<file path="config.mk">
export PLATFORM = sky130hd
export DESIGN_NAME = editor_campo_bcd
export DESIGN_NICKNAME = d
export VERILOG_FILES = /design/src/rtl/editor_campo_bcd.sv
export SDC_FILE = /design/constraint.sdc
export NUM_CORES = 1
export LEC_CHECK = 0
export BUFFER_PORTS_ARGS = -buffer_cell sky130_fd_sc_hd__buf_2
export CAP_MARGIN = 30
export CORE_ASPECT_RATIO = 1.75
export CORE_MARGIN = 1
export CORE_UTILIZATION = 40
export DETAILED_ROUTE_END_ITERATION = 7
export SLEW_MARGIN = 20
export SYNTH_ARGS = -nofsm -noshare
export SYNTH_HDL_FRONTEND = slang
export SYNTH_SLANG_ARGS = --single-unit
</file>
<file path="constraint.sdc">
create_clock -name clk -period 15.7 [get_ports clk]
set_clock_uncertainty 0.05 [all_clocks]
set_input_delay 3.925 -clock clk [delete_from_list [all_inputs] [get_ports clk]]
set_output_delay 3.925 -clock clk [all_outputs]
set_load 0.005 [all_outputs]
</file>
<file path="src/rtl/editor_campo_bcd.sv">
// Editable BCD time fields (chronometer, time, date) with up/down editing,
// write-back to the RTC controller over req/ack, and combinational display reads.
module editor_campo_bcd #(
  parameter int unsigned DIR_W    = 8,
  parameter logic [7:0]  DAY_MAX  = 8'h31,
  parameter logic [7:0]  YEAR_MAX = 8'h99
) (
  input  logic             clk,
  input  logic             reset,
  input  logic             enable,
  input  logic [DIR_W-1:0] dir_in,
  input  logic             push_up,
  input  logic             push_down,
  output logic             wr_req,
  output logic [DIR_W-1:0] wr_addr,
  output logic [7:0]       wr_data,
  input  logic             wr_ack,
  output logic             busy,
  input  logic [DIR_W-1:0] rd_addr,
  output logic [7:0]       rd_data
);

  localparam int unsigned NFIELD = 10;

  typedef enum logic [1:0] {IDLE, UPD, WREQ} state_t;

  state_t             state_q, state_d;
  logic [DIR_W-1:0]   dir_q, dir_d;
  logic               up_q, up_d;
  logic               wr_req_q, wr_req_d;
  logic [DIR_W-1:0]   wr_addr_q, wr_addr_d;
  logic [7:0]         wr_data_q, wr_data_d;
  logic [7:0]         field_q [NFIELD];
  logic [7:0]         field_d [NFIELD];

  logic [3:0]         idx;
  logic [7:0]         cur_val;
  logic [7:0]         new_val;
  logic               dir_ok;
  logic               rd_ok;
  logic [3:0]         rd_idx;

  // Minimum value of each field; also its reset value.
  function automatic logic [7:0] fmin(input logic [3:0] i);
    return (i == 4'd7 || i == 4'd8) ? 8'h01 : 8'h00;
  endfunction

  function automatic logic [7:0] fmax(input logic [3:0] i);
    case (i)
      4'd0, 4'd4:             return 8'h23;
      4'd1, 4'd2, 4'd5, 4'd6: return 8'h59;
      4'd3:                   return 8'h01;
      4'd7:                   return DAY_MAX;
      4'd8:                   return 8'h12;
      4'd9:                   return YEAR_MAX;
      default:                return 8'h00;
    endcase
  endfunction

  // Nibble-wise BCD step with decimal carry/borrow and field wrap.
  function automatic logic [7:0] bcd_step(input logic [7:0] v, input logic [7:0] lo,
                                          input logic [7:0] hi, input logic up);
    logic [7:0] r;
    if (up) begin
      if (v == hi)              r = lo;
      else if (v[3:0] == 4'h9)  r = {v[7:4] + 4'h1, 4'h0};
      else                      r = {v[7:4], v[3:0] + 4'h1};
    end else begin
      if (v == lo)              r = hi;
      else if (v[3:0] == 4'h0)  r = {v[7:4] - 4'h1, 4'h9};
      else                      r = {v[7:4], v[3:0] - 4'h1};
    end
    return r;
  endfunction

  assign dir_ok  = (dir_in >= DIR_W'(1)) && (dir_in <= DIR_W'(NFIELD));
  assign idx     = dir_q[3:0] - 4'd1;
  assign cur_val = (idx < 4'(NFIELD)) ? field_q[idx] : 8'h00;
  assign new_val = bcd_step(cur_val, fmin(idx), fmax(idx), up_q);

  // Next-state and write-port logic.
  always_comb begin
    state_d   = state_q;
    dir_d     = dir_q;
    up_d      = up_q;
    wr_req_d  = wr_req_q;
    wr_addr_d = wr_addr_q;
    wr_data_d = wr_data_q;
    field_d   = field_q;
    case (state_q)
      IDLE: begin
        if (enable && (push_up ^ push_down) && dir_ok) begin
          dir_d   = dir_in;
          up_d    = push_up;
          state_d = UPD;
        end
      end
      UPD: begin
        if (idx < 4'(NFIELD)) field_d[idx] = new_val;
        wr_addr_d = dir_q;
        wr_data_d = new_val;
        wr_req_d  = 1'b1;
        state_d   = WREQ;
      end
      WREQ: begin
        if (wr_ack) begin
          wr_req_d = 1'b0;
          state_d  = IDLE;
        end
      end
      default: state_d = IDLE;
    endcase
  end

  always_ff @(posedge clk or posedge reset) begin
    if (reset) begin
      state_q   <= IDLE;
      dir_q     <= '0;
      up_q      <= 1'b0;
      wr_req_q  <= 1'b0;
      wr_addr_q <= '0;
      wr_data_q <= 8'h00;
      for (int unsigned i = 0; i < NFIELD; i++) field_q[i] <= fmin(4'(i));
    end else begin
      state_q   <= state_d;
      dir_q     <= dir_d;
      up_q      <= up_d;
      wr_req_q  <= wr_req_d;
      wr_addr_q <= wr_addr_d;
      wr_data_q <= wr_data_d;
      field_q   <= field_d;
    end
  end

  assign wr_req  = wr_req_q;
  assign wr_addr = wr_addr_q;
  assign wr_data = wr_data_q;
  assign busy    = (state_q != IDLE);

  // Display read port; out-of-range addresses read as zero.
  assign rd_ok   = (rd_addr >= DIR_W'(1)) && (rd_addr <= DIR_W'(NFIELD));
  assign rd_idx  = rd_addr[3:0] - 4'd1;
  assign rd_data = rd_ok ? field_q[rd_idx] : 8'h00;

endmodule

</file>
Yosys cells after proc, flatten, opt, wreduce, memory -nomap -nowiden
Memories as Yosys holds them, arrays and structs flattened.
Cells that the tools add are included.

word-level totals
  bits in registers = 108
  latch bits = 0
  memory bits (writable) = 0
  ROM bits = 112
  bits of input ports = 22
  output and inout bits = 26
  logic and storage cells = 79
  memories kept = 1

cells by class
  add/sub/neg operators = 6
  $mul = 0
  divide/modulo/power cells = 0
  $lt $le $gt $ge = 8
  equality and inequality tests = 9
  shift operators = 0
  muxes and demuxes = 22
  bitwise operators = 3
  reduce and logical (&&, ||, !) cells = 14

memory list
  memory            words  width  read ports  clocked after Yosys merged registers in  write ports  line  RTL
  (name not given)  16     7      1           0                                        0            49    case (i)

operators by type and width
  operator                                                                count
  8-bit two-way mux                                                       12
  80-bit bitwise mux                                                      1
  8-bit binary-select mux with 4-bit select                               2
  8-bit demux with 4-bit select                                           1
  8-bit by 1-bit >= comparator with 1-bit output (second input constant)  2
  8-bit by 4-bit <= comparator with 1-bit output (second input constant)  2
  4-bit by 1-bit subtractor with 4-bit output (second input constant)     4
  5-bit >= comparator (second input constant)                             2
  4-bit inverter with 5-bit output                                        2
  4-bit by 1-bit adder with 4-bit output (second input constant)          2
  4-bit == test (second input constant)                                   2
  8-bit by 1-bit == test with 1-bit output                                1
  8-bit == test                                                           1
  2-bit AND reduction                                                     4
  2-bit case mux with 3 select lines                                      1
  1-bit logical AND                                                       5
  5-bit by 1-bit < comparator with 1-bit output (second input constant)   1
  4-bit by 3-bit == test with 1-bit output (second input constant)        1
  4-bit zero test                                                         1
  4-bit < comparator (second input constant)                              1
  2-bit two-way mux                                                       2
  2-bit inequality test (second input constant)                           2
  2-bit nonzero test                                                      2
  2-bit by 1-bit == test with 1-bit output (second input constant)        1
  other kinds (6)                                                         7

Logic depth before layout (Yosys ltp)
  depth in word-level cells = 11
  depth in mapped cells = 22
  gate-level depth less buffers = 16

Worst setup path before layout
No wires, ideal clock.

  path type = input to output
  from = input port rd_addr[0]
  to = output port rd_data[1]
  data arrival time = 7150 ps
  data required time = 11725 ps
  setup slack = 4575 ps
  cell stages on the path = 11
  path buffers = 5
  path through = clkbuf_1 -> buf_1 -> clkbuf_1 -> inv_1 -> ha_1 -> clkbuf_1 -> buf_1 -> mux4_2 -> mux2_2 -> o21ai_0 -> nor2_1

on the way
  longest elaborated chain between the ends = 6
  elaborated cells between the ends (all ways) = 9
  those cells by class = 1 x add/sub; 2 x order compare; 4 x mux; 1 x bitwise; 1 x reduce/logical

RTL lines
  item                                                    line  RTL
  start, declared                                         19    input logic [DIR_W-1:0] rd_addr,
  4-bit by 1-bit subtractor with 4-bit output             142   assign rd_idx = rd_addr[3:0] - 4'd1;
  4-bit inverter with 5-bit output (implied by the code)  143   assign rd_data = rd_ok ? field_q[rd_idx] : 8'h00;
  8-bit binary-select mux with 4-bit select               143
  8-bit two-way mux (implied by the code) (2 in a row)    143
  8-bit two-way mux (*)                                   143
  end, declared                                           20    output logic [7:0] rd_data

Every way passes the cells marked *; elsewhere a longest branch is shown, timed or not. The select of a mux whose other input is x is not followed.

Worst setup path after layout
  from = input port rd_addr[0]
  to = output port rd_data[0]

The elaborated chain is that of the path after synthesis.

==> metrics <==
library cell with the highest instance count after synthesis=dfrtp_1; Most Frequent Cell on Critical Path=buf_2; Total Die Area=17,300 um^2; Post-Route WL=18,900 um; layout cells sized above 1=25.4%; library cell used as clock root buffer=clkbuf_16; number of levels the H-tree was split into=3; Min Clock Period, post-route=10.86 ns; starting density of the core=just over 40%; I/O pin count=48; portion of the post-synthesis area used by sequential elements=40.4%; buffers inserted during post-CTS setup optimization=0; CP max-delay cell=ha_1; count of flip-flops with a built-in enable after synthesis=0; top area cells in the synthesized netlist=dfrtp_1, mux2_2, mux4_2; Final Hold Viols=0; met3 layer wire length in the routed design=885 um; Layout Nets=between 700 and 800; number of slew-limit violations in the final report=0; relative area change from synthesis to final layout=10.3%; sequential cell area=2710 um^2; clock sink count=between 100 and 150; uppermost signal routing layer after detailed routing=met4; HPWL reported at the end of detailed placement=approximately 14,000 um; net count of the mapped netlist=704; final std cells w/o fill=921; Largest stage delay, worst path=0.89 ns; Worst Setup EP=rd_data[0]; Die Width=~100 um; source-to-sink clock delay at the later pin of the worst-skew pair=0.35 ns; post-synthesis area per instance=~10 um^2; final period utilization=69.2%; beginning of the worst register-to-register path=dir_q[0]; most common flop cell mapped by yosys=dfrtp_1; met1 WL=7180 um; Peak supply drop=74.9 uV; Inst Count DP=904; initial detailed-routing violation count=536; Pre-Repair DR Iteration Count=5; data required time at the worst endpoint=11.73 ns; Critical Setup Path Class=in -> out; quantity of I/O buffers inserted on ports=47; number of warnings printed during yosys synthesis=0; Async SR Flop Fraction=100%; data arrival time at the worst-slack endpoint=between 6 and 7 ns; total power=1.13 mW; Clk pin slew, worst setup/hold paths=0.07 ns; Placement Cell Area=between 7000 and 8000 um^2; max_slew headroom=37.3%; vias in the first global route=5,393; number of instances in the synthesized netlist=between 600 and 700; run status=finished clean; share of the core filled with cells=45.1%; remaining antenna violation count after routing=0; number of distinct library cells after synthesis=73; total negative slack=0 ns; post-synthesis sequential element count=108; Die Y=173 um; Critical Path Start Type=input port; Met2 Routed Length=slightly below 10,000 um; Fmax=around 92 MHz; standard cell core area=16,400 um^2; Final Instance Area=7380 um^2; TritonCTS clock tree=built; cell types with the highest counts after synthesis=dfrtp_1, nand2_1, nor2_1, mux2_2, a21oi_1; CP Launch Point=rd_addr[0]; number of gates resized after cts=0; number of buffers inserted during clock tree synthesis=9; cell type contributing the most total cell area after synthesis=dfrtp_1; worst reg2reg path depth=17; worst slack on hold paths=0.414 ns; multi-input combinational cell area=3660 um^2; largest net degree at the start of global routing=69; per-cell routed wire length=20.5 um; GRT Overall Usage=23.0%; remaining global-route overflow=0; detailed-route vias per instance=5.78; min setup slack post-route=about 4.8 ns; maximum fanout count along the critical path=27; maximum clock path buffer count=2; initial antenna violation count=0; worst min-delay path category=reg -> reg; leakage=3.35 nW; Setup Viol. Count Final=0; Tightest Pin Transition=between 0.9 and 1 ns; cell area power density=153 nW/um^2; # DRC=0; via count of the routed design=5,321; capturing element type of the critical path=output port; worst reg2reg endpoint=field_q[17]; row count=62; cells along the critical path=buf_2 > inv_1 > ha_1 > mux4_2 > mux2_2 > o21ai_0 > nor2_1 > buf_2; max-cap viol count=0; hold_buf cts=0; first-pass GRT wire length=30,100 um; unrepaired setup endpoints after global routing=false; FF-to-FF setup slack=9.98 ns; Mapped Area=6690 um^2; Routability Congestion=0.905; pre-CTS WS=4.78 ns; area share of the leading cell type in the synthesized netlist=39.6%; FILL cells=around 1,500; antenna diode count=0
## cells by family (layout without fill, tap and decap cells)
group / after synthesis / after routing / synth area share, %
buf+inv: 68 / 95 / 4.82
mux: 108 / 108 / 20.9
compound gates: 149 / 149 / 14.2
simple gates: 212 / 212 / 15.5
flops: 108 / 108 / 40.4
fa+ha+maj: 12 / 12 / 2.24
xor+xnor: 13 / 13 / 1.93
## cell type report
cell class / instances / area share, %
Inverter: 17 / 0.898
Timing Repair Buffer: 63 / 4.98
Tap cell: 224 / 3.80
Sequential cell: 108 / 36.6
Clock inverter: 6 / 1.00
Multi-Input combinational cell: 494 / 49.6
Clock buffer: 9 / 3.05
## worst max-delay path: cells and delay by family
kind | cells | cell delay, ns
mux | 2 | 0.87
fa+ha+maj | 1 | 0.89
compound gates | 1 | 0.20
simple gates | 1 | 0.07
buf+inv | 3 | 0.91
## state kept, by name, indices dropped and copies added, names as in the netlist
name and flops:
wr_addr 8, wr_req 1, dir_q 8, wr_data 8, field_q 80, up_q 1
state_q 2
## worst min path at each step
stage,start,to,cells past startpoint
6_report,dir_q[7],wr_addr[7],2
5_1_grt,dir_q[6],wr_addr[6],2
3_3_place_gp,dir_q[6],wr_addr[6],2
4_1_cts,dir_q[7],wr_addr[7],2
3_5_place_dp,dir_q[6],wr_addr[6],2
2_1_floorplan,dir_q[4],wr_addr[4],2
## cells in the final DEF, fill, tap and decap left out, drive strengths merged, types with 4 or more instances in the layout
cell / instances
nor2b: 11
and3: 5
nor3: 12
ha: 12
nand2: 70
mux2i: 35
inv: 18
xnor2: 8
a21oi: 45
nand3: 22
o21ai: 56
xor2: 5
a211oi: 7
nor3b: 4
mux2: 53
mux4: 20
nand4: 9
nor2: 56
nor4: 4
dfrtp: 106
buf: 62
clkbuf: 10
## layer usage
metal,global-route usage [%],vias to the layer above
met2,39.0,173
li1,-,2471
met5,0,-
met3,3.11,53
met4,13.8,0
met1,27.2,2624
## power by group
| group | switching (mW) | internal (mW) | total, mW |
|---|---|---|---|
| registers | 0.0296 | 0.305 | 0.335 |
| logic | 0.366 | 0.198 | 0.564 |
| clock network | 0.105 | 0.125 | 0.230 |
| total | 0.500 | 0.629 | 1.13 |
Note: power is estimated with default switching activity, not from simulation.
